### src/rtl/uart_pkg.sv
// Shared definitions for the memory-mapped 8N1 UART peripheral.
//   Register offsets, CTRL/STATUS bit positions, TX/RX state enums,
//   minimum baud divider and the divider clamp helper.
package uart_pkg;

    localparam int unsigned DATA_W = 32;
    localparam int unsigned DIV_W  = 16;

    localparam logic [DIV_W-1:0] DIV_MIN = 16'd4;

    localparam logic [7:0] OFF_CTRL   = 8'h00;
    localparam logic [7:0] OFF_STATUS = 8'h04;
    localparam logic [7:0] OFF_BAUD   = 8'h08;
    localparam logic [7:0] OFF_TXDATA = 8'h0C;
    localparam logic [7:0] OFF_RXDATA = 8'h10;

    localparam int unsigned CTRL_TX_EN = 0;
    localparam int unsigned CTRL_RX_EN = 1;
    localparam int unsigned CTRL_RX_IE = 2;

    localparam int unsigned ST_TX_BUSY    = 0;
    localparam int unsigned ST_RX_VALID   = 1;
    localparam int unsigned ST_RX_OVERRUN = 2;
    localparam int unsigned ST_FRAME_ERR  = 3;

    typedef enum logic [1:0] {TX_IDLE, TX_START, TX_DATA, TX_STOP} tx_state_t;
    typedef enum logic [1:0] {RX_IDLE, RX_START, RX_DATA, RX_STOP} rx_state_t;

    // Divider values below the minimum are stored as the minimum.
    function automatic logic [DIV_W-1:0] clamp_div(input logic [DIV_W-1:0] d);
        return (d < DIV_MIN) ? DIV_MIN : d;
    endfunction

endpackage

### src/rtl/uart_rx.sv
// 8N1 receive engine: 2-flop synchronizer, RX FSM and sample counter.
//   clk, rst      : clock, synchronous active-high reset
//   rx            : asynchronous serial input (idle high)
//   en            : accept new start bits
//   baud_div      : clk cycles per bit
//   data          : last shifted-in byte, valid when done pulses
//   done          : one-cycle pulse, frame received with good stop bit
//   frame_err     : one-cycle pulse, stop bit sampled low
module uart_rx
    import uart_pkg::*;
(
    input  logic             clk,
    input  logic             rst,
    input  logic             rx,
    input  logic             en,
    input  logic [DIV_W-1:0] baud_div,
    output logic [7:0]       data,
    output logic             done,
    output logic             frame_err
);

    logic [1:0]       sync;
    logic             rx_s;
    logic             rx_prev;
    logic             fall;
    rx_state_t        state, state_nxt;
    logic [DIV_W-1:0] cnt, cnt_nxt;
    logic [2:0]       bit_idx, bit_idx_nxt;
    logic [7:0]       shift, shift_nxt;
    logic             done_nxt, ferr_nxt;

    assign rx_s = sync[1];
    assign fall = rx_prev & ~rx_s;
    assign data = shift;

    // State and datapath registers
    always_ff @(posedge clk) begin
        if (rst) begin
            sync      <= 2'b11;
            rx_prev   <= 1'b1;
            state     <= RX_IDLE;
            cnt       <= '0;
            bit_idx   <= '0;
            shift     <= '0;
            done      <= 1'b0;
            frame_err <= 1'b0;
        end else begin
            sync      <= {sync[0], rx};
            rx_prev   <= rx_s;
            state     <= state_nxt;
            cnt       <= cnt_nxt;
            bit_idx   <= bit_idx_nxt;
            shift     <= shift_nxt;
            done      <= done_nxt;
            frame_err <= ferr_nxt;
        end
    end

    // Next state: half-bit wait after the falling edge puts later samples at bit centres
    always_comb begin
        state_nxt   = state;
        cnt_nxt     = cnt;
        bit_idx_nxt = bit_idx;
        shift_nxt   = shift;
        done_nxt    = 1'b0;
        ferr_nxt    = 1'b0;
        case (state)
            RX_IDLE: begin
                if (en && fall) begin
                    state_nxt = RX_START;
                    cnt_nxt   = (baud_div >> 1) - DIV_W'(1);
                end
            end
            RX_START: begin
                if (cnt != '0) begin
                    cnt_nxt = cnt - DIV_W'(1);
                end else if (rx_s) begin
                    state_nxt = RX_IDLE;
                end else begin
                    state_nxt   = RX_DATA;
                    cnt_nxt     = baud_div - DIV_W'(1);
                    bit_idx_nxt = '0;
                end
            end
            RX_DATA: begin
                if (cnt != '0) begin
                    cnt_nxt = cnt - DIV_W'(1);
                end else begin
                    shift_nxt = {rx_s, shift[7:1]};
                    cnt_nxt   = baud_div - DIV_W'(1);
                    if (bit_idx == 3'd7) begin
                        state_nxt = RX_STOP;
                    end else begin
                        bit_idx_nxt = bit_idx + 3'd1;
                    end
                end
            end
            RX_STOP: begin
                if (cnt != '0) begin
                    cnt_nxt = cnt - DIV_W'(1);
                end else begin
                    state_nxt = RX_IDLE;
                    done_nxt  = rx_s;
                    ferr_nxt  = ~rx_s;
                end
            end
            default: state_nxt = RX_IDLE;
        endcase
    end

endmodule

### src/rtl/uart_slave.sv
// Memory-mapped 8N1 UART slave: register file, read mux, TX engine, irq.
//   clk, rst : clock, synchronous active-high reset
//   addr_i   : byte address, only [7:0] decoded
//   data_i   : write data;  we_i : one write per edge while high
//   data_o   : combinational read data, unmapped offsets read 0
//   tx_o     : serial out (idle high);  rx_i : serial in (async)
//   irq_o    : registered rx_valid & CTRL.rx_ie
// Build option: define UART_RX_EN to include the receive engine, RXDATA
// and STATUS[3:1]; otherwise those read 0 and irq_o is tied low.
module uart_slave
    import uart_pkg::*;
#(
    parameter logic [DIV_W-1:0] BAUD_DIV_RST = 16'd434
) (
    input  logic              clk,
    input  logic              rst,
    input  logic [DATA_W-1:0] addr_i,
    input  logic [DATA_W-1:0] data_i,
    input  logic              we_i,
    output logic [DATA_W-1:0] data_o,
    output logic              tx_o,
    input  logic              rx_i,
    output logic              irq_o
);

    logic [2:0]       ctrl;
    logic [DIV_W-1:0] baud;
    logic [7:0]       txdata;
    logic [7:0]       rxdata;
    logic             rx_valid, rx_overrun, frame_err;
    logic             tx_busy;
    logic             wr_ctrl, wr_status, wr_baud, wr_tx;

    assign wr_ctrl   = we_i && (addr_i[7:0] == OFF_CTRL);
    assign wr_status = we_i && (addr_i[7:0] == OFF_STATUS);
    assign wr_baud   = we_i && (addr_i[7:0] == OFF_BAUD);
    assign wr_tx     = we_i && (addr_i[7:0] == OFF_TXDATA);

    // Configuration registers
    always_ff @(posedge clk) begin
        if (rst) begin
            ctrl   <= '0;
            baud   <= BAUD_DIV_RST;
            txdata <= '0;
        end else begin
            if (wr_ctrl) ctrl   <= data_i[2:0];
            if (wr_baud) baud   <= clamp_div(data_i[DIV_W-1:0]);
            if (wr_tx)   txdata <= data_i[7:0];
        end
    end

    // TX engine; tx_o lags the state by one edge so the start bit begins at N+1
    tx_state_t        tx_state, tx_state_nxt;
    logic [DIV_W-1:0] tx_cnt, tx_cnt_nxt;
    logic [2:0]       tx_bit, tx_bit_nxt;
    logic [7:0]       tx_shift, tx_shift_nxt;
    logic             tx_nxt, tx_busy_nxt, tx_start;

    assign tx_start = wr_tx && ctrl[CTRL_TX_EN] && !tx_busy;

    always_ff @(posedge clk) begin
        if (rst) begin
            tx_state <= TX_IDLE;
            tx_cnt   <= '0;
            tx_bit   <= '0;
            tx_shift <= '0;
            tx_o     <= 1'b1;
            tx_busy  <= 1'b0;
        end else begin
            tx_state <= tx_state_nxt;
            tx_cnt   <= tx_cnt_nxt;
            tx_bit   <= tx_bit_nxt;
            tx_shift <= tx_shift_nxt;
            tx_o     <= tx_nxt;
            tx_busy  <= tx_busy_nxt;
        end
    end

    // Busy stays up one edge past STOP so it covers the whole stop bit on tx_o
    always_comb begin
        tx_state_nxt = tx_state;
        tx_cnt_nxt   = tx_cnt;
        tx_bit_nxt   = tx_bit;
        tx_shift_nxt = tx_shift;
        tx_nxt       = 1'b1;
        tx_busy_nxt  = tx_start || (tx_state != TX_IDLE);
        case (tx_state)
            TX_IDLE: begin
                if (tx_start) begin
                    tx_state_nxt = TX_START;
                    tx_cnt_nxt   = baud - DIV_W'(1);
                    tx_shift_nxt = data_i[7:0];
                end
            end
            TX_START: begin
                tx_nxt = 1'b0;
                if (tx_cnt == '0) begin
                    tx_state_nxt = TX_DATA;
                    tx_cnt_nxt   = baud - DIV_W'(1);
                    tx_bit_nxt   = '0;
                end else begin
                    tx_cnt_nxt = tx_cnt - DIV_W'(1);
                end
            end
            TX_DATA: begin
                tx_nxt = tx_shift[0];
                if (tx_cnt == '0) begin
                    tx_cnt_nxt   = baud - DIV_W'(1);
                    tx_shift_nxt = {1'b0, tx_shift[7:1]};
                    if (tx_bit == 3'd7) begin
                        tx_state_nxt = TX_STOP;
                    end else begin
                        tx_bit_nxt = tx_bit + 3'd1;
                    end
                end else begin
                    tx_cnt_nxt = tx_cnt - DIV_W'(1);
                end
            end
            TX_STOP: begin
                if (tx_cnt == '0) begin
                    tx_state_nxt = TX_IDLE;
                end else begin
                    tx_cnt_nxt = tx_cnt - DIV_W'(1);
                end
            end
            default: tx_state_nxt = TX_IDLE;
        endcase
    end

`ifdef UART_RX_EN
    logic [7:0] rx_byte;
    logic       rx_done, rx_ferr;
    logic       unused_bits;

    assign unused_bits = ^{addr_i[31:8], data_i[31:16]};

    uart_rx u_rx (
        .clk       (clk),
        .rst       (rst),
        .rx        (rx_i),
        .en        (ctrl[CTRL_RX_EN]),
        .baud_div  (baud),
        .data      (rx_byte),
        .done      (rx_done),
        .frame_err (rx_ferr)
    );

    // RX status flags: hardware set wins over a same-cycle W1C
    always_ff @(posedge clk) begin
        if (rst) begin
            rxdata     <= '0;
            rx_valid   <= 1'b0;
            rx_overrun <= 1'b0;
            frame_err  <= 1'b0;
            irq_o      <= 1'b0;
        end else begin
            if (rx_done) rxdata <= rx_byte;
            rx_valid   <= rx_done |
                          (rx_valid & ~(wr_status & data_i[ST_RX_VALID]));
            rx_overrun <= (rx_done & rx_valid) |
                          (rx_overrun & ~(wr_status & data_i[ST_RX_OVERRUN]));
            frame_err  <= rx_ferr |
                          (frame_err & ~(wr_status & data_i[ST_FRAME_ERR]));
            irq_o      <= rx_valid & ctrl[CTRL_RX_IE];
        end
    end
`else
    logic unused_bits;

    assign unused_bits = ^{addr_i[31:8], data_i[31:16], rx_i};
    assign rxdata      = '0;
    assign rx_valid    = 1'b0;
    assign rx_overrun  = 1'b0;
    assign frame_err   = 1'b0;
    assign irq_o       = 1'b0;
`endif

    // Read mux
    always_comb begin
        data_o = '0;
        case (addr_i[7:0])
            OFF_CTRL:   data_o = DATA_W'(ctrl);
            OFF_STATUS: data_o = DATA_W'({frame_err, rx_overrun, rx_valid, tx_busy});
            OFF_BAUD:   data_o = DATA_W'(baud);
            OFF_TXDATA: data_o = DATA_W'(txdata);
            OFF_RXDATA: data_o = DATA_W'(rxdata);
            default:    data_o = '0;
        endcase
    end

endmodule

### config.mk
export PLATFORM = sky130hd
export DESIGN_NAME = uart_slave
export DESIGN_NICKNAME = d
export VERILOG_FILES = /design/src/rtl/uart_pkg.sv /design/src/rtl/uart_rx.sv /design/src/rtl/uart_slave.sv
export SDC_FILE = /design/constraint.sdc
export NUM_CORES = 1
export LEC_CHECK = 0
export CORE_MARGIN = 4
export CORE_UTILIZATION = 45
export CTS_BUF_LIST = sky130_fd_sc_hd__clkbuf_8
export CTS_CLUSTER_SIZE = 14
export DETAILED_ROUTE_END_ITERATION = 7
export GPL_TIMING_DRIVEN = 0
export PLACE_DENSITY_LB_ADDON = 0.2
export SYNTH_ARGS = -nofsm -noshare
export SYNTH_HDL_FRONTEND = slang
export SYNTH_SLANG_ARGS = --single-unit
### constraint.sdc
create_clock -name clk -period 4.3 [get_ports clk]
set_input_delay 0.43 -clock clk [delete_from_list [all_inputs] [get_ports clk]]
set_output_delay 0.43 -clock clk [all_outputs]
set_load 0.01 [all_outputs]
# == Yosys cells after proc, flatten, opt, wreduce, memory -nomap -nowiden ==
# Index checks and enable logic that the tools add are counted.
# op_classes
add_sub_neg,3
n_lt_le_gt_ge,1
eq_ne,14
n_mux,20
reduce_logical,18
# ops
cell,count
16-bit two-way mux,4
16-bit case mux with 4 select lines,1
16-bit case mux with 3 select lines,1
16-bit by 1-bit subtractor with 16-bit output (second input constant),2
8-bit by 4-bit == test with 1-bit output (second input constant),2
16-bit zero test,1
16-bit by 3-bit < comparator with 1-bit output (second input constant),1
8-bit two-way mux,2
8-bit case mux with 2 select lines,1
2-bit != test (second input constant),7
2-bit two-way mux,5
3-bit two-way mux,3
8-bit by 3-bit == test with 1-bit output (second input constant),1
8-bit zero test,1
2-bit case mux with 4 select lines,1
3-bit case mux with 2 select lines,1
2-bit nonzero test,3
1-bit logical AND,5
5-bit AND reduction,1
2-bit == test (second input constant),2
4-bit AND reduction,1
3-bit by 1-bit adder with 3-bit output (second input constant),1
3-bit == test (second input constant),1
3-bit AND reduction,1
7 further kinds,7
# totals
ff_bits,58
in_bits,68
out_inout_bits,34
elab_cells,65

# == Depth between registers and ports, before layout ==
# Gate-level depths: netlist of the first run.
# depth
word_depth,6
ltp_mapped,8
ltp_nobuf,7

# == Worst setup path before layout of the first run ==
# No wires, ideal clock.
# synth_timing
path_type,input to output
startpoint,input addr_i[1]
endpoint,output data_o[11]
arrival_time_ns,1.990
required_time_ns,3.870
path_slack_ns,1.880
cell_stages,4
path_buffers,1
path_cell_list,or4_1 -> nor3_1 -> clkbuf_1 -> and2_1
# synth_between
elab_chain_len,2
word_cells_on_any_way,5
classes_between,3 x eq/ne; 1 x mux; 1 x reduce/logical
# synth_rtl
element,line_no,text
from (decl),uart_slave.sv:17,"input logic [DATA_W-1:0] addr_i,"
8-bit by 4-bit == test with 1-bit output (tied with other cells),uart_slave.sv:181,case (addr_i[7:0])
16-bit case mux with 4 select lines (*),uart_slave.sv:181,
to (decl),uart_slave.sv:20,"output logic [DATA_W-1:0] data_o,"
# Every way passes the cells marked *; elsewhere a longest branch is shown, timed or not.

# == Worst setup path after layout of the first run ==
# layout_timing
startpoint,input addr_i[1]
endpoint,output data_o[12]
# Same word-level chain as after synthesis.

==> flow_summary.yaml, run 1 <==
route:
  routed_via_density: 5.76
  drt_iter0_drc: 327
  wl_mm: 10.2
  firstDrtPassIters: 6
  drc: 0
  post_drt_wl_per_cell_um: 17.1
  ant_nets: 0
  vias: 3435
finish:
  nets: 567
  drive_above_1_share: 0.119
  final_area_um2: 4390
  layout_common_cells: "58 x dfxtp_1, 41 x clkdlybuf4s50_1, 40 x nor2_1"
  fillers: 728
  insertedDiodeCount: 0
  layoutNonFillerInstCount: 596
  final_common_cell: "dfxtp_1"
  area_growth_pct: 22.3
floorplanning:
  fp.dieH_um: 97.3
  start_util: 0.465
  fp-row-count: 32
  core_area_um2: 7730
  dieArea_um2: 9470
  io_pins: 102
  die_x_um: 97.3
clocking:
  insertion_delay_ns: 0.34
  cts_made_buffers: 9
  cts_hold_buffers: 0
  cts-root-buf: "clkbuf_8"
  cts_tree: "built"
  ctsResizeCount: 0
  clock-sinks: 58
  cts.clk_slew.worst_paths_ns: 0.07
  htree_num_levels: 3
  cts_setup_buffers: 0
  ctsLongestPathBuffers: 2
worst_setup_path:
  cp_common_cell: "clkdlybuf4s50_1"
  worst_setup_path_end_kind: "primary output"
  startpoint: "addr_i[1]"
  cp_data_arrival_time_ns: 3.38
  crit_chain: "clkdlybuf4s50_1 -> or4_1 -> nor3_1 -> clkbuf_1 -> and2_1 -> clkdlybuf4s50_1"
  required_ns: 3.87
  crit_type: "in -> out"
  start_kind: "input pin"
  critical_path.max_stage_delay_ns: 0.78
  crit_slowest_cell: "nor3_1"
  timing.rr.start: "tx_cnt[0]"
  crit_fanout: 10
global_route:
  grtUsageTotal: 0.216
  grt_overflow: 0
  grt_pass1_vias: 3299
  grt_pass1_wl_mm: 16.8
  grt_max_degree: 13
  antenna_found_initial: 0
placed_design:
  placed_area_um2: 4190
  dp_cells: 580
  dp_hpwl_mm: 7.68
  numPortBuffers: 41
  gp_congestion: 0.954
timing:
  worst_pin_slew_ns: 0.989
  rsz0062_at_grt: "false"
  holdWs_ns: 0.499
  finalHoldViolCount: 0
  setup-violations-final: 0
  finalMaxSlewViolations: 0
  period_share: 0.886
  slew_headroom: 0.335
  setup_tns_ns: 0
  finalCriticalPeriod_ns: 3.81
  max_freq_mhz: 262
  skew_ns: 0.00882
yosys:
  synth.top_cell.area_share: 0.323
  synth-seq-area-share: 0.323
  avgSynthCellArea_um2: 8.53
  synth_edf_count: 0
  ys_top_cells_by_area: "dfxtp_1 32%, mux2i_1 7.5%, nor2_1 4.2%"
  netlist_instances: 421
  ys_warn_count: 0
  ys.flop_type: "dfxtp_1"
  ys_types: 62
  ys_ff_latch: 58
  syn_area_um2: 3590
  async_flop_share: 0
  yosysTopAreaCell: "dfxtp_1"
power:
  power_uw: 2170
  powerDensity_nw_per_um2: 493
  leakage_uw: 0.00167
  ir_drop_mv: 0.180
min_path:
  hold_path.class: "reg -> reg"
  holdCritStartpoint: "tx_shift[0]"
outcome:
  status: "finished clean"
flow_run:
  maxCapViolCount: 0
sequential cells by signal, indices dropped and copies added (netlist names):
signal,cells
tx_o,1
tx_cnt,16
tx_state,2
txdata,8
tx_bit,3
tx_shift,8
ctrl,3
baud,16
tx_busy,1
path summary, 6_finish.rpt:
check	to	slack (ns)	cells after the start
worst max-delay path	data_o[12]	0.49	6
worst min-delay path	tx_o	0.50	2
worst max register to register	tx_cnt[12]	1.69	7
worst min register to register	tx_o	0.50	2
cells in the mapped netlist, types with 3 or more instances:
library cell	n
a211oi_1	4
buf_6	5
nand3_1	29
and2_1	11
xor2_1	5
or4_1	7
o21ai_0	12
or3b_2	3
a21oi_1	23
clkbuf_1	17
a311oi_1	7
a32o_1	9
nand4_1	9
nor4_1	9
o22ai_1	3
xnor2_1	8
a22oi_1	4
o211ai_1	4
inv_1	10
ha_1	10
buf_4	17
mux2i_1	27
nor3_1	13
dfxtp_1	58
nor2_1	40
nand4b_1	4
or4_4	3
nand2_1	26
stage by stage:
| stage | utilization | worst slack, ns |
|---|---|---|
| final | 0.568 | 0.490 |
| after global placement | 0.542 | 0.525 |
| after CTS | 0.568 | 0.514 |
| after global routing | 0.568 | 0.360 |
| after detailed placement | 0.542 | 0.525 |
| after floorplan | - | 1.88 |
cell families after synthesis:
family          synth area share
flops                      0.323
other cells              0.00104
mux                       0.0888
simple gates               0.252
compound gates             0.184
fa+ha+maj                 0.0348
xor+xnor                  0.0317
buf+inv                   0.0843
critical path, delay by kind of cell:
family        cells  cell delay, ns
simple gates      3            1.61
buf+inv           3            1.34
routing by layer:
metal  track usage  wire [µm]  vias to the layer above
li1              -          -                     1671
met1         0.281       4490                     1611
met2         0.352       4770                      134
met3        0.0424        693                       19
met4        0.0852        237                        0
met5             0          0                        -
layout make-up:
class,instances,area [µm²],share of cell area
multi-input combinational,326,2190,0.498
sequential,58,1160,0.264
timing repair buffer,41,410,0.0935
buffer,42,262,0.0596
tap,102,128,0.0291
clock buffer,9,124,0.0282
clock inverter,7,77.6,0.0177
inverter,11,41.3,0.00940
power by group:
part / leakage, µW / switching [µW] / internal (µW) / total, µW
Clock: 0.0000885 / 261 / 271 / 532
Combinational: 0.00112 / 587 / 398 / 986
Sequential: 0.000468 / 45.0 / 604 / 649
Total: 0.00167 / 893 / 1270 / 2170
No activity file was read; power rests on OpenSTA's default activity.
==> inputs of run 2 (changes only) <==
--- a/config.mk
+++ b/config.mk
@@ -5,6 +5,7 @@
 export SDC_FILE = /design/constraint.sdc
 export NUM_CORES = 1
 export LEC_CHECK = 0
+export CORE_ASPECT_RATIO = 1.5
 export CORE_MARGIN = 4
 export CORE_UTILIZATION = 45
 export CTS_BUF_LIST = sky130_fd_sc_hd__clkbuf_8
==> run 2 against run 1 <==
  * Global-route usage grew 1.1 points
  * Sequential power is essentially flat
  * First-iteration DRC count fell by 30%
  * Design area is essentially flat
  * Setup slack improved by 0.038 ns
  * Core utilization up 0.18 points
  * Fmax is 1.0% higher
==> flow_summary.yaml, run 2 (synthesis gave the netlist of run 1 again) <==
route:
  routed_via_density: 5.75
  firstDrtPassIters: 6
  drc: 0
  vias: 3427
  ant_nets: 0
  post_drt_wl_per_cell_um: 17.2
  drt_iter0_drc: 228
  wl_mm: 10.3
worst_setup_path:
  required_ns: 3.87
  timing.rr.start: "tx_cnt[0]"
  r2r_slack_ns: 1.65
  crit_type: "in -> out"
  cp_data_arrival_time_ns: 3.34
  reg2regPathDepth: 7
  start_kind: "input pin"
  worst_setup_path_end_kind: "primary output"
  crit_fanout: 10
  r2r-end: "tx_cnt[12]"
clocking:
  htree_num_levels: 3
  cts_setup_buffers: 0
  cts_made_buffers: 9
  ctsLongestPathBuffers: 2
  cts.clk_slew.worst_paths_ns: 0.07
  ctsResizeCount: 0
  cts-root-buf: "clkbuf_8"
  cts_tree: "built"
  cts_hold_buffers: 0
  clock-sinks: 58
  insertion_delay_ns: 0.35
min_path:
  holdCritStartpoint: "baud[14]"
  hold_depth: 2
  holdPathEnd: "baud[14]"
  hold_path.class: "reg -> reg"
floorplanning:
  die_x_um: 80.9
  core_area_um2: 7710
  fp.dieH_um: 117
  fp-row-count: 39
  io_pins: 102
  dieArea_um2: 9500
  start_util: 0.466
timing:
  max_freq_mhz: 265
  timing.final.ws_setup_ns: 0.529
  finalMaxSlewViolations: 0
  slew_headroom: 0.299
  finalHoldViolCount: 0
  finalCriticalPeriod_ns: 3.77
  rsz0062_at_grt: "false"
  setup-violations-final: 0
  skew_ns: 0.00460
  period_share: 0.877
  setup_tns_ns: 0
  worst_pin_slew_ns: 1.04
global_route:
  grt_pass1_wl_mm: 16.7
  grt_pass1_vias: 3353
  grt_max_degree: 11
  grtUsageTotal: 0.226
  grt_overflow: 0
  antenna_found_initial: 0
finish:
  nets: 567
  multi_input_area_um2: 2190
  final_common_cell: "dfxtp_1"
  insertedDiodeCount: 0
  reg_top3: "baud: 16 flops, tx_cnt: 16 flops"
  area_growth_pct: 22.4
  layout_common_cells: "58 x dfxtp_1, 41 x clkdlybuf4s50_1, 40 x nor2_1"
  drive_above_1_share: 0.117
  fillers: 754
  seq_area_um2: 1160
outcome:
  status: "finished clean"
flow_run:
  maxCapViolCount: 0
placed_design:
  pre_cts_slack_ns: 0.552
  dp_hpwl_mm: 7.88
  gp_congestion: 0.905
  numPortBuffers: 41
power:
  ir_drop_mv: 0.229
  leakage_uw: 0.00169
  powerDensity_nw_per_um2: 492
run 2: cell count changes in the layout (fill, tap and decap cells not counted):
cell	before	now
inv_6	2	0
inv_1	10	11
clkbuf_8	9	11
clkinv_2	0	1
clkinvlp_4	4	2
run 2: worst max-delay path by stage:
stage	start	to	slack (ns)
after floorplan	addr_i[1]	data_o[11]	1.88
after global placement	addr_i[1]	data_o[11]	0.56
after detailed placement	addr_i[1]	data_o[11]	0.55
after CTS	addr_i[1]	data_o[11]	0.52
after global routing	addr_i[1]	data_o[11]	0.30
final	addr_i[1]	data_o[11]	0.53
run 2: layout make-up:
type,count,area share
Tap cell,102,0.0290
Inverter,11,0.00940
Timing Repair Buffer,41,0.0934
Buffer,42,0.0595
Clock buffer,11,0.0345
Multi-Input combinational cell,326,0.498
Clock inverter,5,0.0122
Sequential cell,58,0.264
run 2: critical path, cell delays in order:
cell and delay [ns]:
clkdlybuf4s50_1 0.39, or4_1 0.65, nor3_1 0.74, clkbuf_1 0.40
and2_1 0.20, clkdlybuf4s50_1 0.53
run 2: report_power, final:
group          internal [µW]  total (µW)  switching [µW]  leakage, µW
Clock                    296         527             231     0.000103
Combinational            398         989             591      0.00112
Sequential               604         649            44.3     0.000468
Total                   1300        2160             866      0.00169
run 2: stage by stage:
step	hold WS (ns)	instances	cell area, µm²	utilization	total power, µW
2_1_floorplan	0.457	437	3650	-	1390
3_3_place_gp	0.476	580	4190	0.543	1610
3_5_place_dp	0.489	580	4190	0.543	1620
4_1_cts	0.504	596	4390	0.570	2150
5_1_grt	0.523	596	4390	0.570	2290
6_report	0.505	596	4390	0.570	2160
run 2: metal layers:
layer | vias to the layer above | track usage | part of all wire
met1 | 1620 | 0.250 | 0.38
met3 | 23 | 0.0521 | 0.054
li1 | 1665 | - | -
met2 | 119 | 0.399 | 0.54
met4 | 0 | 0.100 | 0.028
met5 | - | 0 | 0
